==> config.mk <==
export PLATFORM = sky130hd
export DESIGN_NAME = dtcm_ctrl
export DESIGN_NICKNAME = d
export VERILOG_FILES = /design/src/rtl/dtcm_pkg.sv /design/src/rtl/dtcm_byte_merge.sv /design/src/rtl/dtcm_ctrl.sv
export SDC_FILE = /design/constraint.sdc
export NUM_CORES = 1
export LEC_CHECK = 0
export ABC_AREA = 1
export ABC_CLOCK_PERIOD_IN_PS = 2200
export CAP_MARGIN = 10
export CORE_MARGIN = 2
export CORE_UTILIZATION = 51
export DETAILED_ROUTE_END_ITERATION = 10
export PLACE_DENSITY_LB_ADDON = 0.3
export SYNTH_ARGS = -nofsm -noshare
export SYNTH_HDL_FRONTEND = slang
export SYNTH_SLANG_ARGS = --single-unit
==> constraint.sdc <==
create_clock -name clk -period 2.2 [get_ports clk]
set_input_delay 0.33 -clock clk [delete_from_list [all_inputs] [get_ports clk]]
set_output_delay 0.33 -clock clk [all_outputs]
set_load 0.02 [all_outputs]
==> src/rtl/dtcm_pkg.sv <==
// Shared types and constants for the dtcm request/response controller.
package dtcm_pkg;

    typedef enum logic [2:0] {
        IDLE,
        RD_ISSUE,
        RD_CAP,
        WR_ISSUE,
        RMW_RD,
        RMW_WR,
        ERR,
        RESP
    } dtcm_state_t;

    localparam int unsigned DTCM_BE_WIDTH = 4;
    localparam int unsigned BYTE_OFS      = $clog2(DTCM_BE_WIDTH);

    localparam logic [DTCM_BE_WIDTH-1:0] MASK_ONES = '1;
    localparam logic [DTCM_BE_WIDTH-1:0] MASK_ZERO = '0;

    function automatic int unsigned byte_ofs(input int unsigned be_width);
        return $clog2(be_width);
    endfunction

endpackage

==> src/rtl/dtcm_byte_merge.sv <==
// Byte-lane merge: masked lanes take the new data, the rest keep the old word.
module dtcm_byte_merge #(
    parameter int unsigned DATA_WIDTH = 32,
    parameter int unsigned BE_WIDTH   = DATA_WIDTH / 8
) (
    input  logic [DATA_WIDTH-1:0] i_old,
    input  logic [DATA_WIDTH-1:0] i_new,
    input  logic [BE_WIDTH-1:0]   i_mask,
    output logic [DATA_WIDTH-1:0] o_merged
);

    always_comb begin
        o_merged = i_old;
        for (int unsigned i = 0; i < BE_WIDTH; i++) begin
            if (i_mask[i]) begin
                o_merged[8*i +: 8] = i_new[8*i +: 8];
            end
        end
    end

endmodule

==> src/rtl/dtcm_ctrl.sv <==
// Single-outstanding valid/ready front end for the dtcm RAM; partial writes
// are done as read-modify-write since the RAM has no byte enables.
module dtcm_ctrl
    import dtcm_pkg::*;
#(
    parameter int unsigned ADDR_WIDTH = 13,
    parameter int unsigned DATA_WIDTH = 32,
    parameter int unsigned BE_WIDTH   = DATA_WIDTH / 8
) (
    input  logic                                   clk,
    input  logic                                   rst,
    input  logic                                   cmd_valid,
    output logic                                   cmd_ready,
    input  logic                                   cmd_read,
    input  logic [ADDR_WIDTH+$clog2(BE_WIDTH)-1:0] cmd_addr,
    input  logic [DATA_WIDTH-1:0]                  cmd_wdata,
    input  logic [BE_WIDTH-1:0]                    cmd_wmask,
    output logic                                   rsp_valid,
    input  logic                                   rsp_ready,
    output logic [DATA_WIDTH-1:0]                  rsp_rdata,
    output logic                                   rsp_err,
    output logic [ADDR_WIDTH-1:0]                  ram_addr,
    output logic [DATA_WIDTH-1:0]                  ram_wr_data,
    output logic                                   ram_wr_en,
    input  logic [DATA_WIDTH-1:0]                  ram_rd_data
);

    localparam int unsigned BOFS = byte_ofs(BE_WIDTH);

    dtcm_state_t r_state;
    dtcm_state_t w_state_nxt;

    logic [DATA_WIDTH-1:0] r_wdata;
    logic [BE_WIDTH-1:0]   r_mask;

    logic                  w_accept;
    logic                  w_misalign;
    logic                  w_mask_full;
    logic                  w_mask_zero;
    logic [ADDR_WIDTH-1:0] w_cmd_word;
    logic [DATA_WIDTH-1:0] w_merged;

    logic                  w_rsp_valid_nxt;
    logic                  w_rsp_err_nxt;
    logic [DATA_WIDTH-1:0] w_rsp_rdata_nxt;
    logic [ADDR_WIDTH-1:0] w_ram_addr_nxt;
    logic [DATA_WIDTH-1:0] w_ram_wr_data_nxt;
    logic                  w_ram_wr_en_nxt;

    assign cmd_ready   = (r_state == IDLE);
    assign w_accept    = cmd_valid && cmd_ready;
    assign w_misalign  = |cmd_addr[BOFS-1:0];
    assign w_mask_full = (cmd_wmask == '1);
    assign w_mask_zero = (cmd_wmask == '0);
    assign w_cmd_word  = cmd_addr[ADDR_WIDTH+BOFS-1:BOFS];

    dtcm_byte_merge #(
        .DATA_WIDTH (DATA_WIDTH),
        .BE_WIDTH   (BE_WIDTH)
    ) u_merge (
        .i_old    (ram_rd_data),
        .i_new    (r_wdata),
        .i_mask   (r_mask),
        .o_merged (w_merged)
    );

    always_ff @(posedge clk) begin
        if (rst) begin
            r_state <= IDLE;
        end else begin
            r_state <= w_state_nxt;
        end
    end

    always_comb begin
        w_state_nxt = r_state;
        unique case (r_state)
            IDLE: begin
                if (w_accept) begin
                    if (w_misalign)       w_state_nxt = ERR;
                    else if (cmd_read)    w_state_nxt = RD_ISSUE;
                    else if (w_mask_full) w_state_nxt = WR_ISSUE;
                    else if (w_mask_zero) w_state_nxt = RESP;
                    else                  w_state_nxt = RMW_RD;
                end
            end
            RD_ISSUE: w_state_nxt = RD_CAP;
            RD_CAP:   w_state_nxt = RESP;
            WR_ISSUE: w_state_nxt = RESP;
            RMW_RD:   w_state_nxt = RMW_WR;
            RMW_WR:   w_state_nxt = RESP;
            ERR:      w_state_nxt = RESP;
            RESP: begin
                if (rsp_valid && rsp_ready) w_state_nxt = IDLE;
            end
            default:  w_state_nxt = IDLE;
        endcase
    end

    // RAM-side registers are loaded on entry to a state so the RAM sees them
    // during that state; the read word is therefore usable one cycle after accept.
    always_comb begin
        w_rsp_valid_nxt   = rsp_valid;
        w_rsp_err_nxt     = rsp_err;
        w_rsp_rdata_nxt   = rsp_rdata;
        w_ram_addr_nxt    = ram_addr;
        w_ram_wr_data_nxt = ram_wr_data;
        w_ram_wr_en_nxt   = 1'b0;
        unique case (r_state)
            IDLE: begin
                if (w_accept && !w_misalign) begin
                    if (cmd_read || !w_mask_zero) w_ram_addr_nxt = w_cmd_word;
                    if (!cmd_read && w_mask_full) begin
                        w_ram_wr_data_nxt = cmd_wdata;
                        w_ram_wr_en_nxt   = 1'b1;
                    end
                end
            end
            RD_CAP: begin
                w_rsp_valid_nxt = 1'b1;
                w_rsp_rdata_nxt = ram_rd_data;
            end
            WR_ISSUE, RMW_WR: begin
                w_rsp_valid_nxt = 1'b1;
                w_rsp_rdata_nxt = '0;
            end
            RMW_RD: begin
                w_ram_wr_data_nxt = w_merged;
                w_ram_wr_en_nxt   = 1'b1;
            end
            ERR: begin
                w_rsp_valid_nxt = 1'b1;
                w_rsp_err_nxt   = 1'b1;
                w_rsp_rdata_nxt = '0;
            end
            RESP: begin
                // A zero-mask write enters RESP directly and raises valid here.
                if (!rsp_valid) begin
                    w_rsp_valid_nxt = 1'b1;
                    w_rsp_rdata_nxt = '0;
                end else if (rsp_ready) begin
                    w_rsp_valid_nxt = 1'b0;
                    w_rsp_err_nxt   = 1'b0;
                end
            end
            default: ;
        endcase
    end

    always_ff @(posedge clk) begin
        if (rst) begin
            rsp_valid   <= 1'b0;
            rsp_err     <= 1'b0;
            rsp_rdata   <= '0;
            ram_addr    <= '0;
            ram_wr_data <= '0;
            ram_wr_en   <= 1'b0;
            r_wdata     <= '0;
            r_mask      <= '0;
        end else begin
            rsp_valid   <= w_rsp_valid_nxt;
            rsp_err     <= w_rsp_err_nxt;
            rsp_rdata   <= w_rsp_rdata_nxt;
            ram_addr    <= w_ram_addr_nxt;
            ram_wr_data <= w_ram_wr_data_nxt;
            ram_wr_en   <= w_ram_wr_en_nxt;
            if (w_accept) begin
                r_wdata <= cmd_wdata;
                r_mask  <= cmd_wmask;
            end
        end
    end

endmodule

==> summary.md <==
| Metric | Value |
|---|---|
| HPWL Detailed | 11.1 mm |
| EDFF count, synth | 0 |
| Hold Path Class | in2reg |
| Placement Setup Slack | between 0.2 and 0.3 ns |
| NetSw | approximately 4.2 mW |
| N_diodes | 0 |
| Placed cells | roughly 1100 |
| Status | finished clean |
| Clk_lat worst skew | between 0.5 and 0.6 ns |
| IO buf count | roughly 170 |
| GR Util All Layers | 0.281 |
| Crit path DAT | around 1.5 ns |
| WL/cell | between 10 and 15 um |
| Share of the synthesized area in the top cell type | 0.430 |
| Leak | about 3.4 nW |
| Layout cell share with drive strength beyond 1 | 0.0850 |
| Worst reg-to-reg path cell count | 6 |
| Number of synthesis warnings | 0 |
| Resized cells post-CTS | 0 |
| Max Slew Vio Count | 0 |
| Cells after Synth | approximately 820 |
| Die Y | around 110 um |
| Top cells by area, synth | dfxtp_1 43%, nand2_1 16%, nor2_1 6.6% |
| Syn Area/Cell | just under 7 um2 |
| Syn nets | around 910 |
| Crit-path cells | clkdlybuf4s50_1 |
| Total gr overflow | 0 |
| Flop2flop setup slack | around 0.38 ns |
| Net Sw Frac | 0.393 |
| Clock Pin Slew Worst Setup and Hold Paths | 0.06 ns |
| Cell Area, Synth | 5540 um2 |
| Iteration-0 DRC Markers | approximately 410 |
| R2R Path Start | r_state[1] |
| Seq cells post-synth | ~120 |
| Setup bufs post-CTS | 0 |
| Nets | around 1100 |
| WHS | approximately 0.35 ns |
| Via count of the first global-routing pass | approximately 5400 |
| CP bufs+invs | 1 |
| Clock Path Buffers | 2 |
| PnR Total Power | 10.6 mW |
| Worst IR Drop VDD | around 650 uV |
| CP max-delay cell | clkdlybuf4s50_1 |
| Pwr Density | ~1400 nW/um2 |
| Row count | 38 |
| Root Buffer | clkbuf_8 |
| Min-delay src | rst |
| Worst relative slew slack | 0.502 |
| Clock share of power | 0.259 |
| Drt via density | about 5.2 |
| Flop pwr share | 0.295 |
| Synth top cells by count | 238 x nand2_1, 119 x dfxtp_1, 98 x nor2_1 |
| Core Region | between 10000 and 15000 um2 |
| First-pass GRT wire length | around 26 mm |
| Area Overhead vs Synth | 41.2% |
| Worst Clk Skew | 0.00824 ns |
| Most common cell in the synthesized netlist | nand2_1 |
| Routability cong. | approximately 0.91 |
| Period utilization | 0.834 |
| Tmin final | between 1.5 and 2 ns |
| Clk sinks | approximately 120 |
| Main synth FF type | dfxtp_1 |
| Post-route ant nets | 0 |
| Slew @ Worst Pin | ~0.75 ns |
| Logic pwr share | 0.446 |
| Sink of the worst hold path | ram_wr_data[4] |
| DRC | 0 |
| CP top delay family | buffers and inverters |
| Largest net degree at the start of global routing | 53 |
| Initial antenna violation count | 0 |
| Register area share after synthesis | 0.430 |
| DR pass1 iterations | 6 |
| CP required | around 1.9 ns |
| Cell taking the most area after synthesis | dfxtp_1 |
| Cell internal pwr | 6.44 mW |
| RSZ-0062 raised after global routing | false |
| CP max stage delay | around 0.66 ns |
| Final setup margin | around 0.37 ns |
| Startpoint Class | flop |
| Num CTS Buffers | 17 |
| Total Neg Setup Slack | 0 ns |
| Reg2reg end | rsp_rdata[25] |
| Die width | between 100 and 150 um |
| Ports | ~170 |
| Cts hold-fix bufs | 0 |
| Worst hold stages | 4 |
| Max-cap violation count | 0 |
| Routed wire length | roughly 16 mm |
| Critical path fanouts, max | 2 |
| Total die area | 11700 um2 |
| Initial Util | 0.518 |
| Unique masters post-synth | 23 |
| Post-route insts no fill | between 1000 and 1500 |
| Vias | 5797 |
| CP endpoint kind | output pin |
| # setup viols final | 0 |
| Critical path class | reg2out |
| Fin. Hold Viols | 0 |
| CTS tree | built |
| Asr flop ratio synth | 0 |
| H-tree depth | 4 |
| Peak Freq | around 550 MHz |
-- worst register-to-register path: stages, from the launching register on --
cell	delay, ns
dfxtp_1	0.52
nand2_1	0.13
nor2_2	0.14
inv_2	0.07
o21bai_4	0.59
nand2_1	0.11
a21oi_1	0.17
-- power groups by stage --
| stage | Clock (mW) | Sequential (mW) | Combinational [mW] |
|---|---|---|---|
| final | 2.75 | 3.13 | 4.73 |
| after global routing | 2.88 | 3.20 | 5.19 |
| after CTS | 2.77 | 3.12 | 4.73 |
| after detailed placement | 0 | 3.16 | 4.67 |
| after global placement | 0 | 3.15 | 4.61 |
| after floorplan | 0 | 3.56 | 2.66 |
-- state kept, by name (all words and copies together) (netlist names), 3 cells and up --
name and count:
ram_addr 13, r_state 3, rsp_rdata 32, ram_wr_data 32, r_mask 4, r_wdata 32
-- logic make-up (layout without fill, tap and decap cells) --
kind of cell | after synthesis | after routing | synth area share
buf+inv | 131 | 290 | 0.107
compound gates | 135 | 135 | 0.125
flops | 119 | 119 | 0.430
simple gates | 433 | 433 | 0.338
-- cell usage in the layout (no fill, tap or decap), types with 4 or more instances in the layout --
master	n
o21ai_0	60
nand2_1	238
dfxtp_1	119
inv_2	5
a21oi_1	72
nand3_1	66
buf_4	14
clkbuf_16	16
nand3_2	21
nor2_2	4
inv_1	69
nand2_2	4
nor2_1	97
clkbuf_8	4
clkdlybuf4s50_1	166
-- worst max-delay path by stage --
stage,from,to,slack [ns],cells after the start
floorplan,r_state[1],ram_wr_data[0],0.92,10
global placement,cmd_wmask[0],ram_wr_data[5],0.30,10
detailed placement,cmd_wmask[0],ram_wr_data[8],0.27,10
CTS,r_state[1],cmd_ready,0.006,4
global route,r_state[1],rsp_rdata[15],0.22,6
finish,ram_wr_data[26],ram_wr_data[26],0.37,1
-- layer usage --
layer,up-vias,track usage,part of all wire
met4,0,0.126,0.027
met5,-,0,0
met1,2655,0.345,0.42
met3,35,0.0645,0.072
li1,2874,-,-
met2,233,0.472,0.48
-- per-stage QoR --
step / utilization / instance area [um2]
final: 0.731 / 7820
after global routing: 0.731 / 7820
after CTS: 0.731 / 7820
after detailed placement: 0.676 / 7240
after global placement: 0.676 / 7240
after floorplan: - / 5540
-- cell type report --
class | instances | area (um2)
Clock buffer | 22 | 463
Clock inverter | 8 | 123
Fill cell | 916 | 2870
Inverter | 76 | 288
Multi-Input combinational cell | 568 | 2570
Sequential cell | 119 | 2380
Tap cell | 140 | 175
Timing Repair Buffer | 184 | 1820
Note: power is estimated with default switching activity, not from simulation.
